`config.mk`:
```
export PLATFORM = sky130hd
export DESIGN_NAME = ncl_counter_sink_flat
export DESIGN_NICKNAME = d
export VERILOG_FILES = /design/src/rtl/ncl_counter_sink_if.sv /design/src/rtl/ncl_counter_sink.sv /design/src/flat_wrapper.sv
export SDC_FILE = /design/constraint.sdc
export NUM_CORES = 1
export LEC_CHECK = 0
export BUFFER_PORTS_ARGS = -buffer_cell sky130_fd_sc_hd__buf_4
export CORE_AREA = 2 2 126 128
export CTS_BUF_LIST = sky130_fd_sc_hd__clkbuf_16
export CTS_CLUSTER_SIZE = 30
export DETAILED_ROUTE_END_ITERATION = 7
export DIE_AREA = 0 0 128 130
export PLACE_DENSITY = 0.74
export SYNTH_ARGS = -nofsm -noshare
export SYNTH_HDL_FRONTEND = slang
export SYNTH_SLANG_ARGS = --single-unit
```
`constraint.sdc`:
```
create_clock -name clk -period 1.99 [get_ports clk]
set_input_delay 0.2985 -clock clk [delete_from_list [all_inputs] [get_ports clk]]
set_output_delay 0.2985 -clock clk [all_outputs]
set_load 0.005 [all_outputs]
```
`src/rtl/ncl_counter_sink_if.sv`:
```
// Ring-side (dual-rail data + completeness) and consumer-side (valid/ready word)
// signals of the NCL counter sink; the sink uses the slave modport.
interface ncl_counter_sink_if #(
    parameter int unsigned DIGITS = 32
);
    logic [2*DIGITS-1:0] sum;
    logic [DIGITS-1:0]   sumCOMP;
    logic [1:0]          carryout;
    logic                carryoutCOMP;
    logic [DIGITS-1:0]   value;
    logic                wrap;
    logic                valid;
    logic                ready;

    modport master (
        output sum, carryout, ready,
        input  sumCOMP, carryoutCOMP, value, wrap, valid
    );

    modport slave (
        input  sum, carryout, ready,
        output sumCOMP, carryoutCOMP, value, wrap, valid
    );
endinterface

```
`src/rtl/ncl_counter_sink.sv`:
```
// Clocked receiver of the dual-rail NCL counter ring: synchronizes the rails, runs the
// DATA/NULL completeness handshake and presents each word on valid/ready.
// Optional sequence checking is enabled by defining NCL_SINK_SEQCHECK_EN.
module ncl_counter_sink #(
    parameter int unsigned DIGITS      = 32,
    parameter int unsigned SYNC_STAGES = 2
) (
    input  logic                       clk,
    input  logic                       init,
    ncl_counter_sink_if.slave          bus,
    output logic                       err,
    output logic                       seq_err
);
    localparam int unsigned RAILS = 2 * DIGITS + 2;

    typedef enum logic [1:0] {
        REQ_DATA = 2'd0,
        HOLD     = 2'd1,
        REQ_NULL = 2'd2
    } state_t;

    logic [RAILS-1:0]  sync_q [SYNC_STAGES];
    logic [RAILS-1:0]  rails;
    logic [DIGITS:0]   rail1;
    logic              data_complete;
    logic              null_complete;
    logic              illegal;
    logic              slot_free;
    logic              capture_c;
    logic              comp_d;

    state_t            state_q;
    state_t            state_d;
    logic              comp_q;
    logic [DIGITS-1:0] value_q;
    logic              wrap_q;
    logic              valid_q;
    logic              err_q;

    // Multi-flop synchronizer on every rail; carry-out rides as the top digit
    always_ff @(posedge clk) begin
        if (init) begin
            for (int unsigned s = 0; s < SYNC_STAGES; s++) begin
                sync_q[s] <= '0;
            end
        end else begin
            sync_q[0] <= {bus.carryout, bus.sum};
            for (int unsigned s = 1; s < SYNC_STAGES; s++) begin
                sync_q[s] <= sync_q[s-1];
            end
        end
    end

    assign rails = sync_q[SYNC_STAGES-1];

    // Completeness and illegal-code detection; an 11 digit is never DATA-complete
    always_comb begin
        data_complete = 1'b1;
        illegal       = 1'b0;
        rail1         = '0;
        null_complete = ~|rails;
        for (int unsigned i = 0; i < DIGITS + 1; i++) begin
            data_complete = data_complete & (rails[2*i+1] ^ rails[2*i]);
            illegal       = illegal | (rails[2*i+1] & rails[2*i]);
            rail1[i]      = rails[2*i+1];
        end
    end

    assign slot_free = ~valid_q | bus.ready;

    // State register
    always_ff @(posedge clk) begin
        if (init) begin
            state_q <= REQ_DATA;
        end else begin
            state_q <= state_d;
        end
    end

    // Next-state logic
    always_comb begin
        state_d = state_q;
        unique case (state_q)
            REQ_DATA: begin
                if (data_complete && slot_free) begin
                    state_d = REQ_NULL;
                end else if (data_complete) begin
                    state_d = HOLD;
                end
            end
            HOLD: begin
                if (data_complete && slot_free) begin
                    state_d = REQ_NULL;
                end
            end
            REQ_NULL: begin
                if (null_complete) begin
                    state_d = REQ_DATA;
                end
            end
            default: state_d = REQ_DATA;
        endcase
    end

    // Output decode: capture strobe and next COMP level
    always_comb begin
        capture_c = 1'b0;
        comp_d    = 1'b0;
        if ((state_q == REQ_DATA) || (state_q == HOLD)) begin
            capture_c = data_complete & slot_free;
        end
        if (state_d == REQ_NULL) begin
            comp_d = 1'b1;
        end
    end

    always_ff @(posedge clk) begin
        if (init) begin
            comp_q  <= 1'b0;
            value_q <= '0;
            wrap_q  <= 1'b0;
            valid_q <= 1'b0;
            err_q   <= 1'b0;
        end else begin
            comp_q <= comp_d;
            if (illegal) begin
                err_q <= 1'b1;
            end
            if (capture_c) begin
                value_q <= rail1[DIGITS-1:0];
                wrap_q  <= rail1[DIGITS];
                valid_q <= 1'b1;
            end else if (valid_q && bus.ready) begin
                valid_q <= 1'b0;
            end
        end
    end

`ifdef NCL_SINK_SEQCHECK_EN
    logic              have_prev_q;
    logic              seq_err_q;
    logic [DIGITS-1:0] value_exp;
    logic              wrap_exp;

    assign value_exp = DIGITS'(value_q + DIGITS'(1));
    assign wrap_exp  = &value_q;

    // Every capture after the first must be the successor of the previous word
    always_ff @(posedge clk) begin
        if (init) begin
            have_prev_q <= 1'b0;
            seq_err_q   <= 1'b0;
        end else if (capture_c) begin
            have_prev_q <= 1'b1;
            if (have_prev_q && ({wrap_exp, value_exp} != rail1)) begin
                seq_err_q <= 1'b1;
            end
        end
    end

    assign seq_err = seq_err_q;
`else
    assign seq_err = 1'b0;
`endif

    assign bus.sumCOMP      = {DIGITS{comp_q}};
    assign bus.carryoutCOMP = comp_q;
    assign bus.value        = value_q;
    assign bus.wrap         = wrap_q;
    assign bus.valid        = valid_q;
    assign err              = err_q;

endmodule

```
`src/flat_wrapper.sv`:
```
// flat-port wrapper written by rule: the top's interface ports become plain ports
module ncl_counter_sink_flat 
#(
    parameter int unsigned DIGITS      = 32,
    parameter int unsigned SYNC_STAGES = 2
)
  (clk, init, err, seq_err, bus_sum, bus_carryout, bus_ready, bus_sumCOMP, bus_carryoutCOMP, bus_value, bus_wrap, bus_valid);
  ncl_counter_sink_if #(.DIGITS(DIGITS)) bus_i ();
  input  logic clk;
  input  logic init;
  output logic err;
  output logic seq_err;
  input wire logic [$bits(bus_i.sum)-1:0] bus_sum;
  input wire logic [$bits(bus_i.carryout)-1:0] bus_carryout;
  input wire logic [$bits(bus_i.ready)-1:0] bus_ready;
  output wire logic [$bits(bus_i.sumCOMP)-1:0] bus_sumCOMP;
  output wire logic [$bits(bus_i.carryoutCOMP)-1:0] bus_carryoutCOMP;
  output wire logic [$bits(bus_i.value)-1:0] bus_value;
  output wire logic [$bits(bus_i.wrap)-1:0] bus_wrap;
  output wire logic [$bits(bus_i.valid)-1:0] bus_valid;
  assign bus_i.sum = bus_sum;
  assign bus_i.carryout = bus_carryout;
  assign bus_i.ready = bus_ready;
  assign bus_sumCOMP = bus_i.sumCOMP;
  assign bus_carryoutCOMP = bus_i.carryoutCOMP;
  assign bus_value = bus_i.value;
  assign bus_wrap = bus_i.wrap;
  assign bus_valid = bus_i.valid;
  ncl_counter_sink #(.DIGITS(DIGITS), .SYNC_STAGES(SYNC_STAGES)) u_core (.clk(clk), .init(init), .bus(bus_i), .err(err), .seq_err(seq_err));
endmodule
```
==> impl_metrics.tcl <==
set metrics [dict create \
    cp.arrival_ns 2.70 \
    ir_worst_vdd_mv 0.6469 \
    slew_viol_final 0 \
    drt_iter0_drc 154 \
    placementRows 46 \
    hp-class "primary input to flip-flop" \
    grt-ovfl-total 0 \
    timing.fmax_ghz 0.4255 \
    p_int_w 0.005429 \
    r2r_slack_ns -0.36 \
    syn-instance-count 640 \
    hold_violations 0 \
    fp.dieW_um 128 \
    r2r_end "u_core.bus.value[16]" \
    cts_sinks 170 \
    power.switching_w 0.001628 \
    path_clk_slew_ns 0.07 \
    synthArstFlopShare_pct 0 \
    cp_cell_sequence "inv_1 -> ha_1 -> nand4_1 -> or4_4 -> nor4b_4 -> buf_6 -> buf_12 -> mux2i_1" \
    wl_mm 13.81 \
    num_vias 4464 \
    syn2layout_area_growth_pct 32.48 \
    syn-num-nets 775 \
    fin_ws_ns -0.3604 \
    antenna_found_initial 0 \
    switching_share_pct 23.07 \
    seqPwrFrac_pct 50.8 \
    cpMaxStageDelayCell "or4_4" \
    r2r_cells 8 \
    tightest_slew_ns 0.4953 \
    utilization_pct 58.27 \
    path_max_fanout 6 \
    clk_latency_ns 0.42 \
    io_buffers 136 \
    cts-buffers-inserted 17 \
    fin_crit_sh_pct 118.1 \
    fin_skew_ns 0.005896 \
    ys_warn_count 0 \
    power.clock.fraction_pct 41.9 \
    hold_buffers 0 \
    critPathLaunchType "flip-flop" \
    holdPathEnd "u_core.sync_q[0][58]" \
    critical_path.startpoint "u_core.sync_q[0][96]" \
    pin_count 138 \
    relSlewSlack_pct 66.68 \
    rr_startpoint "u_core.sync_q[0][96]" \
    cts_tree "yes" \
    synth_edf_count 0 \
    die_h_um 130 \
    drive_gt1_share_pct 36.70 \
    crit_family "simple AND/OR/NAND/NOR gates" \
    pwr-share-comb_pct 7.3 \
    die_area_um2 16640 \
    clk_path_buf_depth 2 \
    dp_hpwl_mm 9.499 \
    violations "negative setup slack" \
    grt_max_degree 89 \
    coreArea_um2 15420 \
    fin_crit_ns 2.350 \
    status "complete, but fails checks" \
    finalInstanceArea_um2 8987 \
    synth_area_leader_cell "dfxtp_1" \
    powerDensity_nw_per_um2 785.2 \
    synthFlopType "dfxtp_1" \
    critical_path_class "flip-flop to flip-flop" \
    drc 0 \
    ant_nets 0 \
    p_leak_nw 3.947 \
    grt_pass1_wl_mm 21.02 \
    yosysMostFrequentCell "dfxtp_1" \
    slowest_delay_ns 0.56 \
    drt-pass1-iter-count 4 \
    synth_common_cells "170 x dfxtp_1, 133 x nor2b_1, 67 x nand2b_1" \
    path_buf_inv 3 \
    fillers 1286 \
    p_total_w 0.007057 \
    initial_core_util_pct 43.98 \
    drv_cap 0 \
    first_global_vias 4450 \
    min-delay-start "bus_sum[58]" \
    pre_cts_ws_ns -0.3127 \
    rsz0062_at_grt "yes" \
    ys_seq_area_share_pct 50.17 \
    worstSetupEndpointType "flip-flop" \
    yosys-top-cells-area "dfxtp_1 50%, nor2b_1 12%, ha_1 12%" \
    gp_congestion 0.8277 \
    synth.top_cell.area_share_pct 50.17 \
    num-nets-final 935 \
    place_area_um2 8084 \
    hold_depth 2 \
    grt_usage_pct 16.81 \
    ys_types 25 \
    syn_avg_cell_area_um2 10.60 \
    critPathRequiredTime_ns 2.34 \
    syn_area_um2 6784 \
    wl_per_cell_um 13.75 \
    antennaDiodeCount 0 \
    root_buffer "clkbuf_16" \
    htree_levels 4 \
    synth-seq-cells 170 \
    final-setup-viol-count 37 \
    routed_via_density 4.446 \
]
==> power by group through the flow <==
stage                     clock (W)  sequential [W]  combinational [W]
after floorplan                   0         0.00364           0.000243
after global placement            0         0.00365           0.000479
after detailed placement          0         0.00365           0.000482
after CTS                   0.00302         0.00358           0.000496
after global routing        0.00318         0.00360           0.000571
final                       0.00296         0.00359           0.000516
==> kinds of logic after synthesis <==
group | count (synthesis) | share of synthesized area (%)
compound gates | 7 | 0.9037
mux | 33 | 4.869
simple gates | 238 | 22.26
fa+ha+maj | 66 | 12.17
flops | 170 | 50.17
other cells | 1 | 0.05528
buf+inv | 125 | 9.572
==> timing repair <==
action / CTS / global route
cloned: 2 / 2
buffers inserted: 6 / 2
endpoints found under the hold margin: 0 / 0
pin swaps: 2 / 12
endpoints found under the setup margin: 37 / 37
gates resized for setup: 28 / 42
==> cell type report <==
cell class | instances | area, um2 | share of cell area, %
Timing Repair Buffer | 200 | 1637 | 18.21
Multi-Input combinational cell | 345 | 2888 | 32.13
Sequential cell | 170 | 3450 | 38.38
Inverter | 66 | 247.7 | 2.757
Tap cell | 192 | 240.2 | 2.673
Clock inverter | 14 | 100.1 | 1.114
Clock buffer | 17 | 425.4 | 4.733
==> worst max-delay path by stage <==
stage	endpoint	slack [ns]	cells after the start
floorplan	u_core.bus.value[10]	-0.10	8
finish	u_core.bus.value[16]	-0.36	8
global route	u_core.bus.value[9]	-0.43	8
detailed placement	u_core.bus.value[15]	-0.31	7
CTS	u_core.bus.value[17]	-0.25	8
global placement	u_core.bus.value[0]	-0.25	7
==> placed cells by master, fill, tap and decap left out, types with 2 or more instances in the layout <==
master,instances
mux2i_1,33
buf_4,189
nand2b_1,67
inv_1,51
clkbuf_16,19
o21ba_4,3
inv_6,3
buf_12,3
or4_4,2
a31oi_1,2
nor2_1,4
nor2b_1,133
buf_16,2
nand4_1,15
clkinv_2,2
ha_4,11
clkinv_1,3
dfxtp_2,37
inv_2,15
nor4_1,10
buf_8,2
clkinv_4,3
clkinvlp_4,2
dfxtp_1,133
nand2_1,2
ha_1,55
buf_6,2
==> through the flow <==
| step | hold slack, ns | cells | TNS [ns] |
|---|---|---|---|
| after CTS | 0.05984 | 1000 | -7.753 |
| after floorplan | 0.4137 | 640 | -3.031 |
| after detailed placement | 0.4231 | 962 | -10.10 |
| final | 0.08030 | 1004 | -11.39 |
| after global placement | 0.4165 | 962 | -8.478 |
| after global routing | 0.06436 | 1004 | -13.82 |
==> registers in the layout, indices dropped and copies added (netlist names) <==
signal,flops
u_core.sync_q,132
u_core.bus.value,32
u_core.state_q,2
u_core.bus.carryoutCOMP,1
u_core.bus.valid,1
u_core.bus.wrap,1
u_core.err,1
==> per-layer routing <==
metal  share of wire, %  track usage [%]  vias up
met2                 50            29.32      138
met3                5.5            5.207       30
met1                 42            18.41     2017
met4                2.7            9.050        0
li1                   -                -     2279
met5                  0                0        -
==> worst register-to-register path, cell delays in order, from the launching register on <==
cell	delay, ns
dfxtp_2	0.33
inv_1	0.04
ha_1	0.27
nand4_1	0.12
or4_4	0.56
nor4b_4	0.39
buf_6	0.20
buf_12	0.15
mux2i_1	0.21
No activity file was read; power rests on OpenSTA's default activity.
